==> config.mk <==
export PLATFORM = sky130hd
export DESIGN_NAME = mem_port_arbiter
export DESIGN_NICKNAME = d
export VERILOG_FILES = /design/src/rtl/mem_port_arbiter.sv
export SDC_FILE = /design/constraint.sdc
export NUM_CORES = 1
export LEC_CHECK = 0
export CAP_MARGIN = 10
export CORE_AREA = 5 5 105 107
export CTS_BUF_LIST = sky130_fd_sc_hd__clkbuf_4 sky130_fd_sc_hd__clkbuf_8
export CTS_CLUSTER_DIAMETER = 100
export DETAILED_ROUTE_END_ITERATION = 16
export DIE_AREA = 0 0 110 112
export PLACE_DENSITY = 0.67
export SLEW_MARGIN = 0
export SYNTH_ARGS = -nofsm -noshare
export SYNTH_HDL_FRONTEND = slang
export SYNTH_SLANG_ARGS = --single-unit
==> constraint.sdc <==
create_clock -name clk -period 1.3 [get_ports clk]
set_input_delay 0.13 -clock clk [delete_from_list [all_inputs] [get_ports clk]]
set_output_delay 0.13 -clock clk [all_outputs]
set_load 0.01 [all_outputs]
==> src/rtl/mem_port_arbiter.sv <==
// mem_port_arbiter
// Shares one single-port RAM between instruction fetch (IF) and the
// load/store unit (D). Ties are broken round-robin. D can lock the port
// for atomic read-modify-write, and a forced release kicks in after
// LOCK_MAX locked cycles. A small tag pipeline, matched to the RAM read
// latency, routes each read response back to the port that issued it.
module mem_port_arbiter #(
    parameter int ADDR_W      = 32,
    parameter int DATA_W      = 32,
    parameter int MEM_LATENCY = 1,
    parameter int LOCK_MAX    = 16
) (
    input  logic                clk,
    input  logic                reset_n,
    // instruction fetch port
    input  logic                if_req,
    input  logic [ADDR_W-1:0]   if_addr,
    output logic                if_gnt,
    output logic                if_rvalid,
    output logic [DATA_W-1:0]   if_rdata,
    // data (load/store) port
    input  logic                d_req,
    input  logic                d_we,
    input  logic [DATA_W/8-1:0] d_be,
    input  logic                d_lock,
    input  logic [ADDR_W-1:0]   d_addr,
    input  logic [DATA_W-1:0]   d_wdata,
    output logic                d_gnt,
    output logic                d_rvalid,
    output logic [DATA_W-1:0]   d_rdata,
    output logic                lock_err,
    // RAM side
    output logic                mem_en,
    output logic                mem_we,
    output logic [DATA_W/8-1:0] mem_be,
    output logic [ADDR_W-1:0]   mem_addr,
    output logic [DATA_W-1:0]   mem_wdata,
    input  logic [DATA_W-1:0]   mem_rdata
);

    localparam int BE_W  = DATA_W / 8;
    localparam int CNT_W = $clog2(LOCK_MAX + 1);

    localparam logic [0:0] ST_RR     = 1'b0;
    localparam logic [0:0] ST_LOCKED = 1'b1;

    localparam logic PORT_IF = 1'b0;
    localparam logic PORT_D  = 1'b1;

    // Last counter value seen inside LOCKED before the forced release fires.
    localparam logic [CNT_W-1:0] LOCK_LAST = CNT_W'(LOCK_MAX - 1);

    logic [0:0]       state;
    logic [0:0]       state_next;
    logic             last_gnt;
    logic             last_gnt_next;
    logic [CNT_W-1:0] lock_cnt;
    logic [CNT_W-1:0] lock_cnt_next;
    logic             forced_release;

    logic             gnt_if;
    logic             gnt_d;
    logic             push_valid;

    logic [MEM_LATENCY-1:0] pipe_valid;
    logic [MEM_LATENCY-1:0] pipe_port;
    logic                   head_valid;
    logic                   head_port;

    // Grant decision: one winner per cycle, locked D excludes IF, and reset blocks all grants.
    always_comb begin
        gnt_if = 1'b0;
        gnt_d  = 1'b0;
        if (reset_n) begin
            if (state == ST_LOCKED) begin
                gnt_d = d_req;
            end else if (if_req && d_req) begin
                if (last_gnt == PORT_D) begin
                    gnt_if = 1'b1;
                end else begin
                    gnt_d = 1'b1;
                end
            end else begin
                gnt_if = if_req;
                gnt_d  = d_req;
            end
        end
    end

    // Next-state logic for the RR/LOCKED FSM, the round-robin pointer and the lock timer.
    always_comb begin
        state_next     = state;
        last_gnt_next  = last_gnt;
        lock_cnt_next  = lock_cnt;
        forced_release = 1'b0;

        if (gnt_if) begin
            last_gnt_next = PORT_IF;
        end
        if (gnt_d) begin
            last_gnt_next = PORT_D;
        end

        case (state)
            ST_RR: begin
                if (gnt_d && d_lock) begin
                    state_next    = ST_LOCKED;
                    lock_cnt_next = '0;
                end
            end
            ST_LOCKED: begin
                if (gnt_d && !d_lock) begin
                    state_next    = ST_RR;
                    lock_cnt_next = '0;
                end else if (lock_cnt == LOCK_LAST) begin
                    state_next     = ST_RR;
                    lock_cnt_next  = '0;
                    last_gnt_next  = PORT_D;
                    forced_release = reset_n;
                end else begin
                    lock_cnt_next = lock_cnt + CNT_W'(1);
                end
            end
            default: begin
                state_next    = ST_RR;
                lock_cnt_next = '0;
            end
        endcase
    end

    // FSM, round-robin pointer and lock timer registers; the pointer starts at D so IF wins the first tie.
    always_ff @(posedge clk or negedge reset_n) begin
        if (!reset_n) begin
            state    <= ST_RR;
            last_gnt <= PORT_D;
            lock_cnt <= '0;
        end else begin
            state    <= state_next;
            last_gnt <= last_gnt_next;
            lock_cnt <= lock_cnt_next;
        end
    end

    // A grant that expects read data pushes a valid tag; writes and idle cycles push bubbles.
    always_comb begin
        push_valid = gnt_if | (gnt_d & ~d_we);
    end

    // Tag shift register, MEM_LATENCY deep, so the head lines up with mem_rdata.
    always_ff @(posedge clk or negedge reset_n) begin
        if (!reset_n) begin
            pipe_valid <= '0;
            pipe_port  <= '0;
        end else begin
            pipe_valid[0] <= push_valid;
            pipe_port[0]  <= gnt_d;
            for (int i = 1; i < MEM_LATENCY; i++) begin
                pipe_valid[i] <= pipe_valid[i-1];
                pipe_port[i]  <= pipe_port[i-1];
            end
        end
    end

    // Steer the returning read data to the issuing port and zero the other port's data bus.
    always_comb begin
        head_valid = pipe_valid[MEM_LATENCY-1];
        head_port  = pipe_port[MEM_LATENCY-1];
        if_rvalid  = head_valid && (head_port == PORT_IF);
        d_rvalid   = head_valid && (head_port == PORT_D);
        if_rdata   = if_rvalid ? mem_rdata : '0;
        d_rdata    = d_rvalid  ? mem_rdata : '0;
    end

    // Drive the RAM from whichever port won; everything is zero when nobody did.
    always_comb begin
        mem_en    = gnt_if | gnt_d;
        mem_we    = 1'b0;
        mem_be    = '0;
        mem_addr  = '0;
        mem_wdata = '0;
        if (gnt_d) begin
            mem_we    = d_we;
            mem_be    = d_be;
            mem_addr  = d_addr;
            mem_wdata = d_wdata;
        end else if (gnt_if) begin
            mem_be    = {BE_W{1'b1}};
            mem_addr  = if_addr;
        end
    end

    // Export grants and the forced-release pulse.
    always_comb begin
        if_gnt   = gnt_if;
        d_gnt    = gnt_d;
        lock_err = forced_release;
    end

endmodule

=== After elaboration in Yosys (flattened, before gate mapping) ===
Cells that the tools add are included.

* Register bits after elaboration: 9
* Input port bits: 138
* Logic and storage cells: 52
* Output and inout bits: 139

* Reduce and logical (&&, ||, !) cells: 6
* Equal/unequal tests: 2
* Add/subtract/negate cells: 1
* Muxes and demuxes: 32
* Bitwise operators: 6

{| class="wikitable"
|+ Operators by type and width
! operator !! count
|-
| two-way mux 32 bit || 5
|-
| two-way mux 1 bit || 20
|-
| two-way mux 5 bit || 3
|-
| one-hot mux 5 bit (2 select lines) || 1
|-
| two-way mux 4 bit || 2
|-
| adder 5 x 1 -> 5 bit (second input constant) || 1
|-
| equality test 5 x 4 -> 1 bit (second input constant) || 1
|-
| logical AND 1 bit || 5
|-
| NOT 1 bit || 3
|-
| != test 2 bit (second input constant) || 1
|-
| bitwise OR 1 bit || 2
|-
| one-hot mux 1 bit (2 select lines) || 1
|-
| AND 1 bit || 1
|-
| logical NOT 1 bit || 1
|}

=== Depth between registers and ports, before layout ===
Gate-level depths: netlist of run 1.

* Word-level depth: 9
* Gate-level depth with buffers: 6
* Depth with buffers taken out: 4

=== Least setup slack after synthesis of run 1 ===
Ideal clock, no wire load.

* Path type: reg-to-output
* From: register state
* To: output port mem_addr[15]
* Slack: -0.100 ns
* Buffers on the path: 3
* Data required time: 1.170 ns
* Arrival time: 1.270 ns
* Stages on the path, launching flop included: 7
* Path through: dfrtp_1 -> buf_6 -> and3b_1 -> nor2_2 -> buf_6 -> buf_6 -> a22o_1

* Longest elaborated chain between the ends: 4
* Elaborated cells on any way between the ends: 6
* Those cells by class: 6 x mux

{| class="wikitable"
|+ Ends and longest elaborated chain
! item !! line !! text
|-
| start, declared || 53 || <nowiki>logic [0:0] state;</nowiki>
|-
| start signal, assigned || 138 || <nowiki>state <= state_next;</nowiki>
|-
| two-way mux 1 bit || 75 || <nowiki>if (state == ST_LOCKED) begin</nowiki>
|-
| two-way mux 1 bit || 74 || <nowiki>if (reset_n) begin</nowiki>
|-
| two-way mux 32 bit || 186 || <nowiki>end else if (gnt_if) begin</nowiki>
|-
| two-way mux 32 bit * || 181 || <nowiki>if (gnt_d) begin</nowiki>
|-
| end, declared || 36 || <nowiki>output logic [ADDR_W-1:0] mem_addr,</nowiki>
|}

Mark *: on every way between the ends. The rest lies on a longest branch, timed or not.

=== Worst setup path after layout of run 1 ===
* From: register last_gnt
* To: output port mem_addr[1]

* Longest elaborated chain between the ends: 6
* Elaborated cells on any way between the ends: 10
* Those cells by class: 10 x mux

{| class="wikitable"
|+ Ends and longest elaborated chain
! item !! line !! text
|-
| start, declared || 55 || <nowiki>logic last_gnt;</nowiki>
|-
| start signal, assigned || 139 || <nowiki>last_gnt <= last_gnt_next;</nowiki>
|-
| two-way mux 1 bit || 78 || <nowiki>if (last_gnt == PORT_D) begin</nowiki>
|-
| two-way mux 1 bit || 77 || <nowiki>end else if (if_req && d_req) begin</nowiki>
|-
| two-way mux 1 bit || 75 ||
|-
| two-way mux 1 bit || 74 ||
|-
| two-way mux 32 bit || 186 ||
|-
| two-way mux 32 bit * || 181 ||
|}

Marked as above.

==> results.yml, run 1 <==
outcome:
  status: "finished, violations left"
  violations: "negative setup slack"
clock_network:
  insertion_delay_ps: 240
  hold_buffers: 0
  clockBufferDepth: 2
  cts_tree: "built"
  htree_levels: 1
  cts_buffers: 3
  root_buffer: "clkbuf_8"
  clk_pin_slew_worst_paths_ps: 50
  cts.sinks: 9
sta:
  tightest_slew_ps: 251
  rsz0062_at_grt: "true"
  setup_viol: 138
  clock_skew_ps: 1.90
  final.setup.tns_ps: -49130
  period_needed_ps: 1870
  max_slew_margin: 0.832
  fmax_ghz: 0.534
  final_hold_viol_count: 0
  finalCritPeriodShare: 1.44
  finalMaxSlewViolations: 0
  fin_ws_ps: -574
route:
  viasPerCell: 4.39
  ant_nets: 0
  drt_pre_antenna_iters: 4
  wl_per_cell_um: 20.7
  drc_errors: 0
  drt_wl_total_mm: 14.2
  drt_iter0_markers: 138
  vias: 3020
logic_synthesis:
  yosys.area.top_type: "and2_1"
  syn-cell-area_mm2: 0.00155
  synth_ff_type: "dfrtp_1"
  synth_edf_count: 0
  synth_nets: 354
  synthTopCellsByArea: "and2_1, a22o_1, and3_1"
  yosys.cell_types.count: 33
  async_flop_share: 1.00
  yosys_warnings: 0
  syn_area_per_cell_um2: 7.20
  yosysTopAreaCellShare: 0.267
  ys_seq_elements: 9
  yosysSeqAreaShare: 0.146
  netlist_instances: 215
min_path:
  hp-class: "input pin to asynchronous set/reset pin"
setup_path:
  cp.required_ps: 1170
  path_cells: "and3b_2 -> nor2_4 -> buf_12 -> buf_12 -> a22o_4 -> buf_6"
  end_kind: "output pin"
  slowest_delay_ps: 540
  cpMaxStageDelayCell: "dfstp_2"
  worstSetupPathType: "flop to output pin"
  worstPathMaxFanout: 6
  startpoint_type: "flop"
  crit_top_cell: "buf_12"
  worstPathArrival_ps: 1740
die:
  io_pins: 277
  die_area_mm2: 0.0123
  die_height_um: 112
  rows: 37
  dieWidth_um: 110
  core_mm2: 0.0100
  initial_core_util: 0.154
placement:
  dp_hpwl_mm: 9.34
  dp.cells: 628
  gp_congestion: 0.897
  portBuffers: 276
job:
  cap_violations: 0
power:
  powerDensity_mw_per_mm2: 589
  power.static_leakage_nw: 2.75
  ir_worst_vdd_uv: 602
global_routing:
  grt_pass1_vias: 2955
  grt_usage: 0.193
  antenna_found_initial: 2
  overflow: 0
  grt_max_degree: 38
  grt_pass1_wl_mm: 18.4
layout:
  finalNonFillerCells: 688
  areaGrowthSynthToFinish_pct: 273
  antennaDiodeCount: 0
  drive_gt1_frac: 0.598
  final_nets: 692
-- logic make-up (layout without fill, tap and decap cells) --
family          after synthesis  count (layout)  share of synthesized area
fa+ha+maj                     1               1                    0.00808
simple gates                131             131                      0.507
flops                         9               9                      0.146
compound gates               46              46                      0.237
xor+xnor                      2               2                     0.0113
buf+inv                      26             363                     0.0905
-- Yosys cell counts (2+ instances only) --
master / count
a22o_1: 32
and2_1: 66
and3_1: 32
buf_2: 7
buf_6: 4
clkbuf_1: 9
dfrtp_1: 8
inv_1: 4
nand2_1: 7
nand3_1: 6
nor2_1: 5
nor2b_1: 3
nor3_1: 5
o21ai_0: 7
xor2_1: 2
-- routing by layer --
| layer | vias to the layer above | part of all wire | global-route usage | wire length (um) |
|---|---|---|---|---|
| met5 | - | 0.0019 | 0 | 27 |
| met4 | 4 | 0.012 | 0.0283 | 174 |
| met3 | 18 | 0.089 | 0.0672 | 1260 |
| met2 | 131 | 0.50 | 0.328 | 7050 |
| met1 | 1427 | 0.40 | 0.238 | 5710 |
| li1 | 1440 | - | - | - |
-- path summary, 6_finish.rpt --
| path | startpoint | endpoint | slack (ps) | cells after the start |
|---|---|---|---|---|
| setup / recovery | last_gnt | mem_addr[1] | -570 | 6 |
| hold / removal | reset_n | head_port | 100 | 3 |
| setup reg to reg | last_gnt | lock_cnt[3] | -210 | 6 |
| hold reg to reg | lock_cnt[4] | lock_cnt[4] | 550 | 1 |
| max in group asynchronous | reset_n | lock_cnt[3] | 1060 | 3 |
| min in group clk | reset_n | head_valid | 370 | 4 |
-- metrics by stage --
stage / power [mW] / worst slack, ps / area, um^2 / hold WS, ps / util
floorplan: 1.15 / -78.9 / 1600 / -166 / -
global placement: 2.31 / -788 / 4630 / 533 / 0.461
detailed placement: 2.33 / -799 / 4630 / 545 / 0.461
CTS: 3.08 / -751 / 5310 / 292 / 0.529
global route: 3.60 / -628 / 5780 / 111 / 0.575
finish: 3.40 / -574 / 5780 / 96.2 / 0.575
-- layout make-up --
| type | count | area, um^2 |
|---|---|---|
| Timing Repair Buffer | 354 | 3730 |
| Clock buffer | 4 | 48.8 |
| Tap cell | 136 | 170 |
| Inverter | 5 | 21.3 |
| Sequential cell | 9 | 229 |
| Multi-Input combinational cell | 180 | 1570 |
| Fill cell | 881 | 4270 |
-- state kept, by name, summed over array words and instances, names as in the netlist --
register    count
state           1
head_port       1
head_valid      1
last_gnt        1
lock_cnt        5
-- cell usage in the layout, fill, tap and decap left out, types with 2 or more instances in the layout --
cell type / Yosys / layout
a22o_1: 32 / 31
and2_1: 66 / 3
and2_4: 0 / 63
and3_1: 32 / 5
and3_4: 0 / 27
buf_12: 0 / 11
buf_16: 0 / 3
buf_2: 7 / 36
buf_4: 1 / 27
buf_6: 4 / 125
buf_8: 0 / 6
clkbuf_16: 0 / 6
clkbuf_2: 0 / 2
clkbuf_8: 0 / 3
clkdlybuf4s50_1: 0 / 135
dfrtp_1: 8 / 6
dfrtp_2: 0 / 2
dlymetal6s2s_1: 0 / 3
inv_1: 4 / 4
nand2_1: 7 / 6
nand3_1: 6 / 5
nor2_1: 5 / 4
nor2_4: 0 / 2
nor2b_4: 0 / 2
nor3_1: 5 / 3
nor3_2: 0 / 2
o21ai_0: 7 / 2
o21ai_1: 1 / 3
o21ai_2: 0 / 2
xor2_1: 2 / 2
-- timing repair --
| item | 4_1_cts | 5_1_grt |
|---|---|---|
| gates resized for setup | 497 | 316 |
| endpoints found under the setup margin | 143 | 144 |
| buffers inserted | 29 | 28 |
| cloned | 9 | 9 |
| pin swaps | 20 | 44 |
-- critical path: cells and delay by family, from the launching register on --
kind                   cells  cell delay (ps)
AO/OA/AOI/OAI              1              260
buffers and inverters      3              380
flip-flops                 1              540
AND/OR/NAND/NOR            2              310
-- report_power, final --
part           switching, mW  internal, mW
Sequential            0.0542         0.366
Combinational           1.01          1.61
Clock                  0.129         0.236
Total                   1.19          2.21
Note: power is estimated with default switching activity, not from simulation.
==> run 2: changes to the inputs <==
--- a/config.mk
+++ b/config.mk
@@ -11,7 +11,7 @@
 export CTS_CLUSTER_DIAMETER = 100
 export DETAILED_ROUTE_END_ITERATION = 16
 export DIE_AREA = 0 0 110 112
-export PLACE_DENSITY = 0.67
+export PLACE_DENSITY = 0.64
 export SLEW_MARGIN = 0
 export SYNTH_ARGS = -nofsm -noshare
 export SYNTH_HDL_FRONTEND = slang
==> run 2 against run 1 <==
The flow finishes with violations (negative hold slack, negative setup slack). Clock skew increased by 4.6 ps. Non-clock buffer count decreased by 6. Wire length decreased by 7.0%. Critical path depth unchanged. Via count decreased by 1.0%. Sequential share of layout area about the same. Worst hold slack got worse by 110 ps. Fmax increased by 3.4%.
==> results.yml, run 2 (synthesis gave the netlist of run 1 again) <==
global_routing:
  use_met1: 0.223
  antenna_found_initial: 0
  grt_pass1_vias: 3100
  grt_pass1_wl_mm: 18.0
  use_met2: 0.333
  grt_usage: 0.187
  grt_max_degree: 34
  busiest_layer: "met2"
  overflow: 0
  met3_usage: 0.0510
layout:
  areaGrowthSynthToFinish_pct: 266
  regMostFlops: "lock_cnt"
  finalNonFillerCells: 682
  finalCoreUtilization: 0.564
  final_cell_area_mm2: 0.00567
  nFillCells: 920
  largest_reg_flops: 5
  drive_gt1_frac: 0.586
  final_nets: 686
  final_common_cell: "clkdlybuf4s50_1"
  final_cell_mix: "clkdlybuf4s50_1, buf_6, and2_4"
  multi_input_area_mm2: 0.00158
  seq_area_um2: 226
  antennaDiodeCount: 0
sta:
  fin_ws_ps: -512
  clock_skew_ps: 6.47
  tightest_slew_ps: 253
  period_needed_ps: 1810
  final.setup.tns_ps: -38920
  whs_ps: -18.7
  rsz0062_at_grt: "true"
  finalCritPeriodShare: 1.39
  setup_viol: 146
  fmax_ghz: 0.552
  finalMaxSlewViolations: 0
  max_slew_margin: 0.831
  final_hold_viol_count: 8
setup_path:
  r2r_slack_ps: -110
  reg2reg_to: "lock_cnt[3]"
  startpoint_type: "flop"
  worstPathArrival_ps: 1680
  worstSetupPathType: "flop to output pin"
  cp.required_ps: 1170
  r2r_start: "last_gnt"
  worstPathMaxFanout: 6
  end_kind: "output pin"
  reg2reg_depth: 5
die:
  die_area_mm2: 0.0123
  rows: 37
  die_height_um: 112
  initial_core_util: 0.154
  dieWidth_um: 110
  core_mm2: 0.0100
  io_pins: 277
placement:
  postPlaceCellArea_mm2: 0.00464
  portBuffers: 276
  gp_congestion: 0.905
  dp.cells: 631
  dp_hpwl_mm: 9.26
  pre_cts_ws_ps: -823
outcome:
  status: "finished, violations left"
  violations: "negative hold slack, negative setup slack"
clock_network:
  cts_tree: "built"
  clockBufferDepth: 2
  clk_pin_slew_worst_paths_ps: 50
  hold_buffers: 0
  cts.sinks: 9
  htree_levels: 1
  root_buffer: "clkbuf_8"
  insertion_delay_ps: 240
  cts_buffers: 3
power:
  total_power_mw: 3.32
  power.static_leakage_nw: 2.68
  ir_worst_vdd_uv: 555
  powerDensity_mw_per_mm2: 585
min_path:
  hp-class: "input pin to asynchronous set/reset pin"
route:
  vias: 2989
  wl_per_cell_um: 19.4
  drc_errors: 0
  viasPerCell: 4.38
  ant_nets: 0
  drt_iter0_markers: 71
  drt_pre_antenna_iters: 4
  drt_wl_total_mm: 13.2
job:
  cap_violations: 0
## run 2: cell count changes in the layout (fill, tap and decap cells not counted), moves of 3 or more
| cell | before | now |
|---|---|---|
| and2_1 | 3 | 14 |
| and3_4 | 27 | 32 |
| nor3_2 | 2 | 5 |
| buf_16 | 3 | 10 |
| clkbuf_2 | 2 | 13 |
| buf_6 | 125 | 104 |
| buf_12 | 11 | 7 |
| and2_4 | 63 | 52 |
| buf_2 | 36 | 40 |
| nor3_1 | 3 | 0 |
| and3_1 | 5 | 0 |
## run 2: critical path, stage by stage (launching register included)
cell and delay, ps:
dfstp_2 530, and3b_2 220, nor2_4 60, buf_8 140, buf_16 130, a22o_1 220
buf_6 130
## run 2: worst max-delay path by stage
| stage | from | end | slack [ps] | depth (start not counted) |
|---|---|---|---|---|
| after detailed placement | if_req | mem_addr[0] | -820 | 7 |
| final | last_gnt | mem_addr[0] | -510 | 6 |
| after floorplan | state | mem_addr[15] | -80 | 6 |
| after global routing | last_gnt | mem_addr[0] | -570 | 8 |
| after global placement | if_req | mem_addr[31] | -760 | 7 |
| after CTS | last_gnt | mem_addr[23] | -510 | 7 |
## run 2: timing repair
item	CTS	global route
setup buffers	23	17
setup endpoints to repair	143	145
gates cloned	11	5
pin swaps	17	40
resized for setup	568	207
## run 2: layout make-up
cell class / count / share of cell area
Timing Repair Buffer: 348 / 0.639
Multi-Input combinational cell: 180 / 0.278
Sequential cell: 9 / 0.0400
Tap cell: 136 / 0.0300
Clock buffer: 4 / 0.00861
Inverter: 5 / 0.00419
## run 2: metal layers
layer  part of all wire  vias to the layer above
met5                  0                        -
met3              0.080                       17
met4              0.017                        0
met2               0.53                      119
met1               0.38                     1417
li1                   -                     1436
## run 2: report_power, final
part	internal, mW	switching, mW
Combinational	1.58	0.976
Clock	0.235	0.113
Sequential	0.365	0.0446
Total	2.18	1.13
==> run 3: changes to the inputs <==
--- a/config.mk
+++ b/config.mk
@@ -12,7 +12,8 @@
 export DETAILED_ROUTE_END_ITERATION = 16
 export DIE_AREA = 0 0 110 112
 export PLACE_DENSITY = 0.64
-export SLEW_MARGIN = 0
+export SETUP_SLACK_MARGIN = 0.15
+export SLEW_MARGIN = 15
 export SYNTH_ARGS = -nofsm -noshare
 export SYNTH_HDL_FRONTEND = slang
 export SYNTH_SLANG_ARGS = --single-unit
==> run 3 against run 2 <==
The flow finishes with violations (negative setup slack). Core utilization increased by 5.7 points. First-iteration DRC count increased by 94%. Register-to-register slack got worse by 80 ps. Worst setup slack got worse by 120 ps. Clock-buffer cell count unchanged. Clock power about the same. Global-route usage increased by 2.4 points. Clock skew decreased by 3.6 ps. Fmax decreased by 6.0%. Critical path depth increased by 1. Via count increased by 5.7%. Largest cell class unchanged. Highest routed layer is now met5.
==> results.yml, run 3 (synthesis gave the netlist of run 1 again) <==
sta:
  rsz0062_at_grt: "true"
  period_needed_ps: 1930
  final.setup.tns_ps: -57940
  whs_ps: 169
  finalMaxSlewViolations: 0
  clock_skew_ps: 2.89
  final_hold_viol_count: 0
  finalCritPeriodShare: 1.48
  tightest_slew_ps: 270
  fmax_ghz: 0.519
  setup_viol: 146
  max_slew_margin: 0.819
  fin_ws_ps: -628
placement:
  pre_cts_ws_ps: -783
  portBuffers: 276
  gp_congestion: 0.899
  dp_hpwl_mm: 9.54
layout:
  regMostFlops: "lock_cnt"
  final_nets: 720
  seq_area_um2: 228
  drive_gt1_frac: 0.633
  multi_input_area_mm2: 0.00160
  final_common_cell: "buf_6"
  final_cell_mix: "buf_6, clkdlybuf4s50_1, and2_4"
  nFillCells: 845
  areaGrowthSynthToFinish_pct: 303
  largest_reg_flops: 5
clock_network:
  hold_buffers: 0
  cts_buffers: 3
  htree_levels: 1
  insertion_delay_ps: 240
  root_buffer: "clkbuf_8"
  clockBufferDepth: 2
  cts_tree: "built"
  clk_pin_slew_worst_paths_ps: 50
  cts.sinks: 9
outcome:
  status: "finished, violations left"
  violations: "negative setup slack"
route:
  drt_iter0_markers: 138
  vias: 3160
  ant_nets: 0
  viasPerCell: 4.41
  drt_pre_antenna_iters: 6
  wl_per_cell_um: 20.4
  drc_errors: 0
  drt_wl_total_mm: 14.6
global_routing:
  grt_pass1_vias: 3225
  grt_usage: 0.212
  grt_pass1_wl_mm: 19.9
  antenna_found_initial: 6
  overflow: 0
  grt_max_degree: 18
setup_path:
  worstSetupPathType: "flop to output pin"
  worstPathMaxFanout: 6
  startpoint_type: "flop"
  end_kind: "output pin"
  worstPathArrival_ps: 1800
  cp.required_ps: 1170
die:
  die_area_mm2: 0.0123
  io_pins: 277
  rows: 37
  die_height_um: 112
  dieWidth_um: 110
  initial_core_util: 0.154
  core_mm2: 0.0100
power:
  total_power_mw: 3.68
  powerDensity_mw_per_mm2: 590
  power.static_leakage_nw: 2.93
  ir_worst_vdd_uv: 599
min_path:
  hp-class: "input pin to asynchronous set/reset pin"
job:
  cap_violations: 0
run 3: cell count changes in the layout (fill, tap and decap cells not counted), sizes merged:
cell and change:
buf +47, clkbuf -13, dlymetal6s2s -3, dlygate4sd2 +2, clkdlybuf4s50 +1, clkinv -1
diode +1, inv +1
run 3: path summary, 6_finish.rpt:
path | from | endpoint | slack [ps] | depth (start not counted)
worst max-delay path | last_gnt | mem_addr[21] | -630 | 7
worst min-delay path | reset_n | state | 170 | 4
worst max register to register | last_gnt | lock_cnt[3] | -190 | 6
worst min register to register | lock_cnt[4] | lock_cnt[4] | 550 | 1
max in group asynchronous | reset_n | last_gnt | 890 | 4
min in group clk | d_req | head_valid | 460 | 4
run 3: where the power goes:
group          leakage [nW]  switching (mW)  internal [mW]
registers             0.111          0.0464          0.366
logic                  2.79            1.09           1.84
clock network        0.0262           0.116          0.235
total                  2.93            1.25           2.44
run 3: worst max-delay path: stages (launching register included):
cell and delay, ps:
dfstp_2 520, and3b_2 230, nor2_4 70, buf_6 120
buf_12 130, clkbuf_16 150, a22o_1 200, buf_2 140
run 3: what timing repair did:
action                     CTS  global route
gates cloned                13             4
setup endpoints to repair  147           147
gates resized for setup    731           117
pin swaps                   22            45
setup buffers               50            15
run 3: layout make-up:
type | instances | share of cell area
Clock buffer | 4 | 0.00782
Antenna cell | 1 | 0.000401
Tap cell | 136 | 0.0273
Multi-Input combinational cell | 180 | 0.256
Inverter | 5 | 0.00341
Timing Repair Buffer | 382 | 0.669
Sequential cell | 9 | 0.0365
run 3: layer usage:
metal / up-vias / GRT usage / wire length (um) / share of wire
met5: - / 0 / 54 / 0.0037
met4: 8 / 0.0341 / 196 / 0.013
li1: 1505 / - / - / -
met2: 147 / 0.367 / 7290 / 0.50
met1: 1475 / 0.258 / 5770 / 0.40
met3: 25 / 0.0661 / 1290 / 0.088
run 3: stage by stage:
| step | std cells | util | cell area, um^2 |
|---|---|---|---|
| finish | 717 | 0.621 | 6240 |
| global route | 717 | 0.621 | 6240 |
| CTS | 697 | 0.555 | 5580 |
| detailed placement | 630 | 0.462 | 4640 |
| global placement | 630 | 0.462 | 4640 |
| floorplan | 215 | - | 1620 |
